==> src/rtl/touch_button_debounce.sv <==
// Debounced on-screen button driven by the per-frame region-hit strobe.
// Produces a stable level, press/release/long-press pulses, a toggle and a press counter.
module touch_button_debounce #(
    parameter int unsigned DEB_SAMPLES  = 4,
    parameter int unsigned LONG_SAMPLES = 64,
    parameter int unsigned CNT_W        = 8
) (
    input  logic       clk,
    input  logic       reset,
    input  logic       sample_en,
    input  logic       touch_in,
    output logic       btn_state,
    output logic       press_pulse,
    output logic       release_pulse,
    output logic       long_pulse,
    output logic       toggle_state,
    output logic [7:0] press_count
);

    localparam logic [CNT_W-1:0] DEB_LAST  = CNT_W'(DEB_SAMPLES - 1);
    localparam logic [CNT_W-1:0] LONG_LAST = CNT_W'(LONG_SAMPLES - 1);
    localparam logic [CNT_W-1:0] CNT_MAX   = '1;

    typedef enum logic [1:0] {
        IDLE      = 2'd0,
        PRESS_CHK = 2'd1,
        PRESSED   = 2'd2,
        REL_CHK   = 2'd3
    } state_t;

    state_t           state, state_nxt;
    logic [CNT_W-1:0] deb_cnt, deb_nxt;
    logic [CNT_W-1:0] hold_cnt, hold_nxt;
    logic             long_done, long_done_nxt;
    logic             press_evt, release_evt, long_evt;

    logic             btn_nxt, press_nxt, release_nxt, long_nxt, toggle_nxt;
    logic [7:0]       count_nxt;

    // State, counters and registered outputs
    always_ff @(posedge clk or negedge reset) begin
        if (!reset) begin
            state         <= IDLE;
            deb_cnt       <= '0;
            hold_cnt      <= '0;
            long_done     <= 1'b0;
            btn_state     <= 1'b0;
            press_pulse   <= 1'b0;
            release_pulse <= 1'b0;
            long_pulse    <= 1'b0;
            toggle_state  <= 1'b0;
            press_count   <= 8'd0;
        end else begin
            state         <= state_nxt;
            deb_cnt       <= deb_nxt;
            hold_cnt      <= hold_nxt;
            long_done     <= long_done_nxt;
            btn_state     <= btn_nxt;
            press_pulse   <= press_nxt;
            release_pulse <= release_nxt;
            long_pulse    <= long_nxt;
            toggle_state  <= toggle_nxt;
            press_count   <= count_nxt;
        end
    end

    // Next-state and counter update; everything holds on edges without a sample
    always_comb begin
        state_nxt     = state;
        deb_nxt       = deb_cnt;
        hold_nxt      = hold_cnt;
        long_done_nxt = long_done;
        press_evt     = 1'b0;
        release_evt   = 1'b0;
        long_evt      = 1'b0;
        if (sample_en) begin
            case (state)
                IDLE: begin
                    if (touch_in) begin
                        state_nxt = PRESS_CHK;
                        deb_nxt   = CNT_W'(1);
                    end
                end
                PRESS_CHK: begin
                    if (!touch_in) begin
                        state_nxt = IDLE;
                        deb_nxt   = '0;
                    end else if (deb_cnt == DEB_LAST) begin
                        state_nxt     = PRESSED;
                        hold_nxt      = '0;
                        long_done_nxt = 1'b0;
                        press_evt     = 1'b1;
                    end else begin
                        deb_nxt = deb_cnt + CNT_W'(1);
                    end
                end
                PRESSED: begin
                    if (!touch_in) begin
                        state_nxt = REL_CHK;
                        deb_nxt   = CNT_W'(1);
                    end else if (!long_done && hold_cnt == LONG_LAST) begin
                        long_done_nxt = 1'b1;
                        long_evt      = 1'b1;
                    end else if (hold_cnt != CNT_MAX) begin
                        hold_nxt = hold_cnt + CNT_W'(1);
                    end
                end
                REL_CHK: begin
                    // A high sample here is a glitch: back to PRESSED with hold time untouched
                    if (touch_in) begin
                        state_nxt = PRESSED;
                        deb_nxt   = '0;
                    end else if (deb_cnt == DEB_LAST) begin
                        state_nxt   = IDLE;
                        hold_nxt    = '0;
                        release_evt = 1'b1;
                    end else begin
                        deb_nxt = deb_cnt + CNT_W'(1);
                    end
                end
                default: state_nxt = IDLE;
            endcase
        end
    end

    // Output next values from the accepted events
    always_comb begin
        btn_nxt     = btn_state;
        press_nxt   = press_evt;
        release_nxt = release_evt;
        long_nxt    = long_evt;
        toggle_nxt  = toggle_state;
        count_nxt   = press_count;
        if (press_evt) begin
            btn_nxt    = 1'b1;
            toggle_nxt = ~toggle_state;
            count_nxt  = press_count + 8'd1;
        end
        if (release_evt) begin
            btn_nxt = 1'b0;
        end
    end

endmodule

==> config.mk <==
export PLATFORM = sky130hd
export DESIGN_NAME = touch_button_debounce
export DESIGN_NICKNAME = d
export VERILOG_FILES = /design/src/rtl/touch_button_debounce.sv
export SDC_FILE = /design/constraint.sdc
export NUM_CORES = 1
export LEC_CHECK = 0
export ABC_AREA = 1
export CORE_MARGIN = 4
export CORE_UTILIZATION = 40
export CTS_BUF_LIST = sky130_fd_sc_hd__clkbuf_16
export DETAILED_ROUTE_END_ITERATION = 10
export SLEW_MARGIN = 20
export SYNTH_ARGS = -nofsm -noshare
export SYNTH_HDL_FRONTEND = slang
export SYNTH_SLANG_ARGS = --single-unit
==> constraint.sdc <==
create_clock -name clk -period 2.5 [get_ports clk]
set_clock_uncertainty 0.15 [all_clocks]
set_input_delay 0.5 -clock clk [delete_from_list [all_inputs] [get_ports clk]]
set_output_delay 0.5 -clock clk [all_outputs]
set_load 0.05 [all_outputs]
==> results of run 1 <==
==> area by class of cell <==
| class | instances | area, um2 | area share [%] |
|---|---|---|---|
| Timing Repair Buffer | 18 | 175 | 7.71 |
| Clock buffer | 5 | 125 | 5.51 |
| Clock inverter | 3 | 38.8 | 1.71 |
| Sequential cell | 32 | 801 | 35.3 |
| Multi-Input combinational cell | 185 | 915 | 40.3 |
| Tap cell | 52 | 65.1 | 2.87 |
| Inverter | 39 | 151 | 6.67 |
==> routing by layer <==
metal | GRT usage [%] | wire length (um) | vias up
li1 | - | - | 862
met1 | 20.8 | 1990 | 758
met2 | 22.5 | 1750 | 25
met3 | 3.66 | 127 | 7
met4 | 6.34 | 74 | 0
met5 | 0 | 0 | -
==> stage by stage <==
stage | util (%) | cells
2_1_floorplan | - | 258
3_3_place_gp | 47.4 | 326
3_5_place_dp | 47.4 | 326
4_1_cts | 51.1 | 334
5_1_grt | 51.1 | 334
6_report | 51.1 | 334
==> registers in the layout, indices dropped and copies added, names as in the netlist, named ones only <==
| signal | flops |
|---|---|
| press_count | 8 |
| toggle_state | 1 |
| press_pulse | 1 |
| hold_cnt | 8 |
| btn_state | 1 |
| deb_cnt | 8 |
| long_done | 1 |
| state | 1 |
| release_pulse | 1 |
| long_pulse | 1 |
==> worst paths after layout <==
| path | end | slack, ns | cells past startpoint |
|---|---|---|---|
| worst max-delay path | press_count[3] | 0.30 | 1 |
| worst min-delay path | toggle_state | 0.35 | 2 |
| worst max register to register | hold_cnt[7] | 0.64 | 9 |
| worst min register to register | toggle_state | 0.35 | 2 |
| max in group asynchronous | deb_cnt[4] | 1.42 | 2 |
| min in group asynchronous | press_count[5] | 0.47 | 2 |
==> placed cells by master (no fill, tap or decap) <==
cell             instances
xnor2_1                  1
ha_1                     3
clkbuf_16                5
xor2_1                   8
clkinv_4                 1
bufinv_16                1
inv_1                   36
nand2_1                 80
nor3_4                   1
inv_2                    3
buf_4                    2
o21ai_2                  1
nand3_2                  2
o21ai_0                  9
dfrtp_1                 32
o21ai_1                  4
nor3b_1                  1
nand2_2                  2
clkinv_2                 1
nand4_1                  5
a21oi_1                  5
nand2_4                  1
o31ai_1                  1
nor3_1                   5
nand3_1                 21
nor2_1                  29
o22ai_1                  2
nor2_4                   3
nand3b_1                 1
clkdlybuf4s50_1         16
==> power breakdown <==
group	internal, mW	leakage, nW	switching [mW]
Combinational	0.241	0.617	0.539
Sequential	0.614	0.429	0.107
Clock	0.464	0.0850	0.215
==> logic make-up after synthesis <==
group,Yosys count
simple gates,151
buf+inv,41
flops,32
compound gates,22
xor+xnor,9
fa+ha+maj,3
==> impl_metrics.csv, run 1 <==
group,metric,value,unit
outcome,status,"finished clean",
synthesis,synth-edff-count,0,
routing,drt_wl_total,3940,um
timing,min_period,2.20,ns
grt,grt-ovfl-total,0,
synthesis,synth_compound_area_share,6.31,%
layout,fin_area,2270,um2
grt,grt_first_pass_wirelength,7130,um
synthesis,syn_area_per_cell,7.30,um2
critical_path,critPathTopFamily,"buffers and inverters",
timing,setup_viol,0,
layout,drive_gt1_share,8.16,%
die,die_width,76.6,um
synthesis,synth_area_leaders,"dfrtp_1 (43%), nand2_1 (16%), inv_1 (7.0%)",
synthesis,synth_warnings,0,
die,rows,24,
cts,hold_buffers,0,
synthesis,synth-main-ff-cell,"dfrtp_1",
grt,antenna_found_initial,0,
grt,grt_pass1_vias,1489,
synthesis,synth.area.mux_share,0,%
synthesis,synth_top_family_by_area,"simple AND/OR/NAND/NOR gates",
timing,fin_ws,0.305,ns
routing,vias,1652,
synthesis,yosysTopAreaCellShare,42.5,%
grt,grt_usage,15.1,%
routing,wl_per_cell,11.8,um
synthesis,async_flop_share,100,%
critical_path,setup.worst_path.end_class,"primary output",
power,power,2.18,mW
critical_path,cp_cell_sequence,"clkdlybuf4s50_1",
critical_path,reg2reg_from,"hold_cnt[0]",
die,design.core.area,4440,um2
die,fp.dieArea,5870,um2
critical_path,cp.required,1.85,ns
synthesis,synth-seq-area-share,42.5,%
synthesis,synth_most_common_cell,"nand2_1",
critical_path,crit_start,"press_count[3]",
synthesis,netlist_area,1880,um2
worst_hold_path,min_from,"toggle_state",
timing,rsz0062_at_grt,"false",
cts,clock-root-buffer,"clkbuf_16",
timing,report.final.slew_viol_count,0,
cts,cts_tree,"built",
routing,drc,0,
critical_path,startpoint_type,"flop",
timing,max-slew-margin-rel,66.4,%
layout,nFillCells,445,
synthesis,synth.net_count,265,
die,ioPinCount,17,
placement,placedInstanceArea,2110,um2
critical_path,worstPathMaxFanout,5,
placement,dp_hpwl,2800,um
layout,area_growth_syn_to_layout,20.6,%
critical_path,critPathSlowestCell,"clkdlybuf4s50_1",
power,p_per_area,960,nW/um2
run,maxCapViolations,0,
power,leakage,1.13,nW
synthesis,synthXorXnorAreaFrac,4.19,%
cts,clk_latency,0.28,ns
synthesis,yosysTopAreaCell,"dfrtp_1",
layout,nNetsFinal,288,
routing,drt_pass1_iterations,6,
placement,globalplace.congestion,0.817,
cts,clk_pin_slew_worst_paths,0.05,ns
power,ir_drop,583,uV
synthesis,synth-seq-cells,32,
die,start_util,42.4,%
timing,fmax,456,MHz
timing,tightest_slew,0.502,ns
timing,hold_violations,0,
critical_path,worstPathArrival,1.55,ns
die,die-height,76.6,um
timing,min_period_over_period,87.8,%
critical_path,worst-path-buf-inv,1,
grt,grt_max_degree,33,
critical_path,crit_type,"flop to primary output",
cts,cts-resized-gates,0,
cts,clock_path_buffers,2,
cts,postCtsSetupRepairBufs,0,
routing,viasPerCell,4.95,
synthesis,ys_types,27,
synthesis,synth_fa_ha_area_share,1.99,%
placement,portBuffers,16,
cts,clock-sinks,32,
cts,htreeDepth,2,
routing,drt_iter0_markers,114,
cts,cts_buffers,5,
routing,ant_nets,0,
synthesis,syn_inst,258,
placement,post-place-ws,0.252,ns
critical_path,crit_path_max_incr_delay,0.84,ns
worst_hold_path,hp-class,"flop to flop",
layout,antenna_cells,0,
synthesis,synth_common_cells,"nand2_1 (80), inv_1 (35), dfrtp_1 (32), nor2_1 (29), nand3_1 (21)",
timing,fin_hold_ws,0.351,ns
timing,finalSetupTns,0,ns
synthesis,synthSimpleGateAreaFrac,36.1,%
Note: power is estimated with default switching activity, not from simulation.
==> run 2, diff against run 1 <==
- CTS_CLUSTER_SIZE: unset -> 8
- GPL_TIMING_DRIVEN: unset -> 0
==> run 2 against run 1 <==
The run now ends with negative hold slack left; via count fell by 0.85%; sequential power fell by 4.4%; non-clock buffer count did not move; die area did not move; routed wire length rose by 0.46%; critical path depth did not move; cell count fell by 0.30%; combinational power rose by 7.1%; sequential share of layout area rose by 0.25 points; global-route usage rose by 0.056 points; hold slack got worse by 0.35 ns; worst setup slack improved by 0.013 ns; critical path type unchanged.
==> impl_metrics.csv, run 2 (synthesis gave the netlist of run 1 again) <==
group,metric,value,unit
outcome,status,"finished, violations left",
outcome,violations,"negative hold slack",
power,ir_drop,668,uV
timing,rsz0062_at_grt,"false",
cts,clock-sinks,32,
routing,wl_per_cell,11.9,um
routing,m1WireLength,1990,um
power,leakage,1.13,nW
routing,routed-wl-met2,1790,um
routing,drt_wl_total,3960,um
cts,htreeDepth,2,
cts,cts-resized-gates,0,
cts,clock-root-buffer,"clkbuf_16",
cts,cts_tree,"built",
critical_path,setup.worst_path.end_class,"primary output",
timing,min_period_over_period,87.3,%
routing,drt_pass1_iterations,4,
routing,drt_iter0_markers,91,
timing,fmax,458,MHz
cts,cts_buffers,5,
layout,reg_top3,"deb_cnt (8), hold_cnt (8), press_count (8)",
layout,final_cell_mix,"nand2_1 (80), inv_1 (36), dfrtp_1 (32)",
critical_path,critPathTopFamily,"buffers and inverters",
routing,ant_nets,0,
placement,portBuffers,15,
worst_hold_path,hp-class,"input pin to async pin",
die,fp.dieArea,5870,um2
critical_path,worstPathMaxFanout,5,
layout,area_growth_syn_to_layout,19.7,%
timing,max-slew-margin-rel,66.5,%
timing,finalSetupTns,0,ns
die,start_util,42.4,%
grt,grt_usage,15.1,%
critical_path,crit_path_max_incr_delay,0.84,ns
timing,setup_viol,0,
critical_path,crit_type,"flop to primary output",
critical_path,worst-path-buf-inv,1,
routing,vias,1638,
die,die-height,76.6,um
critical_path,critPathSlowestCell,"clkdlybuf4s50_1",
cts,clk_latency,0.27,ns
power,p_per_area,924,nW/um2
timing,report.final.slew_viol_count,0,
placement,dp_hpwl,2820,um
placement,globalplace.congestion,0.853,
critical_path,worstPathArrival,1.53,ns
grt,antenna_found_initial,0,
die,ioPinCount,17,
layout,antenna_cells,0,
critical_path,cp_cell_sequence,"clkdlybuf4s50_1",
layout,final_common_cell,"nand2_1",
grt,grt_first_pass_wirelength,7420,um
critical_path,startpoint_type,"flop",
critical_path,cp.required,1.85,ns
grt,grt_max_degree,19,
timing,hold_violations,2,
routing,dr.max_layer_used,"met4",
cts,clk_pin_slew_worst_paths,0.05,ns
die,design.core.area,4440,um2
timing,min_period,2.18,ns
grt,grt-ovfl-total,0,
timing,tightest_slew,0.501,ns
layout,nFillCells,428,
grt,grt_pass1_vias,1667,
layout,nNetsFinal,288,
routing,viasPerCell,4.92,
routing,drc,0,
cts,clock_path_buffers,2,
cts,hold_buffers,0,
critical_path,r2r_slack,0.63,ns
die,die_width,76.6,um
cts,postCtsSetupRepairBufs,0,
run,maxCapViolations,0,
die,rows,24,
timing,fin_hold_ws,-0.00285,ns
layout,drive_gt1_share,8.54,%
routing,route.met3.wl,129,um
## run 2: cell types whose count changed in the layout (fill, tap and decap cells not counted), sizes merged
cell,previous run,this run
clkdlybuf4s50,16,14
buf,2,3
bufinv,1,0
clkbuf,5,6
## run 2: metal layers
layer  global-route usage, %  up-vias
li1                        -      856
met1                    20.4      750
met2                    24.3       26
met3                    3.31        6
met4                    4.53        0
met5                       0        -
## run 2: where the power goes
group          switching, mW  internal, mW
Combinational          0.578         0.257
Sequential            0.0742         0.615
Clock                  0.203         0.357
Total                  0.855          1.23
## run 2: stage by stage
stage	cell area [um2]	total power, mW	util, %	instances	worst slack (ns)
after floorplan	1880	1.31	-	258	0.914
after global placement	2100	1.52	47.2	325	0.0684
after detailed placement	2120	1.53	47.7	326	0.210
after CTS	2250	2.11	50.7	333	0.307
after global routing	2250	2.24	50.7	333	0.268
final	2250	2.08	50.7	333	0.318
## run 2: layout make-up
type | count | area (um2) | area share, %
Timing Repair Buffer | 16 | 173 | 7.66
Tap cell | 52 | 65.1 | 2.89
Buffer | 2 | 16.3 | 0.721
Inverter | 39 | 151 | 6.71
Clock buffer | 5 | 125 | 5.55
Sequential cell | 32 | 801 | 35.5
Multi-Input combinational cell | 185 | 915 | 40.6
Clock inverter | 2 | 8.76 | 0.388
## run 2: final timing paths
kind                                 from             end  cells after the start
setup / recovery           press_count[5]  press_count[5]                      1
hold / removal                      reset  press_count[6]                      1
setup reg to reg              hold_cnt[0]     hold_cnt[7]                      9
hold reg to reg            press_count[6]  press_count[6]                      1
max in group asynchronous           reset      deb_cnt[4]                      2
min in group clk           press_count[6]  press_count[6]                      1
==> run 3, diff against run 2 <==
- GPL_ROUTABILITY_DRIVEN: unset -> 1
==> results of run 3 <==
Same layout as run 2: the final DEF is identical, and so are final timing and power.
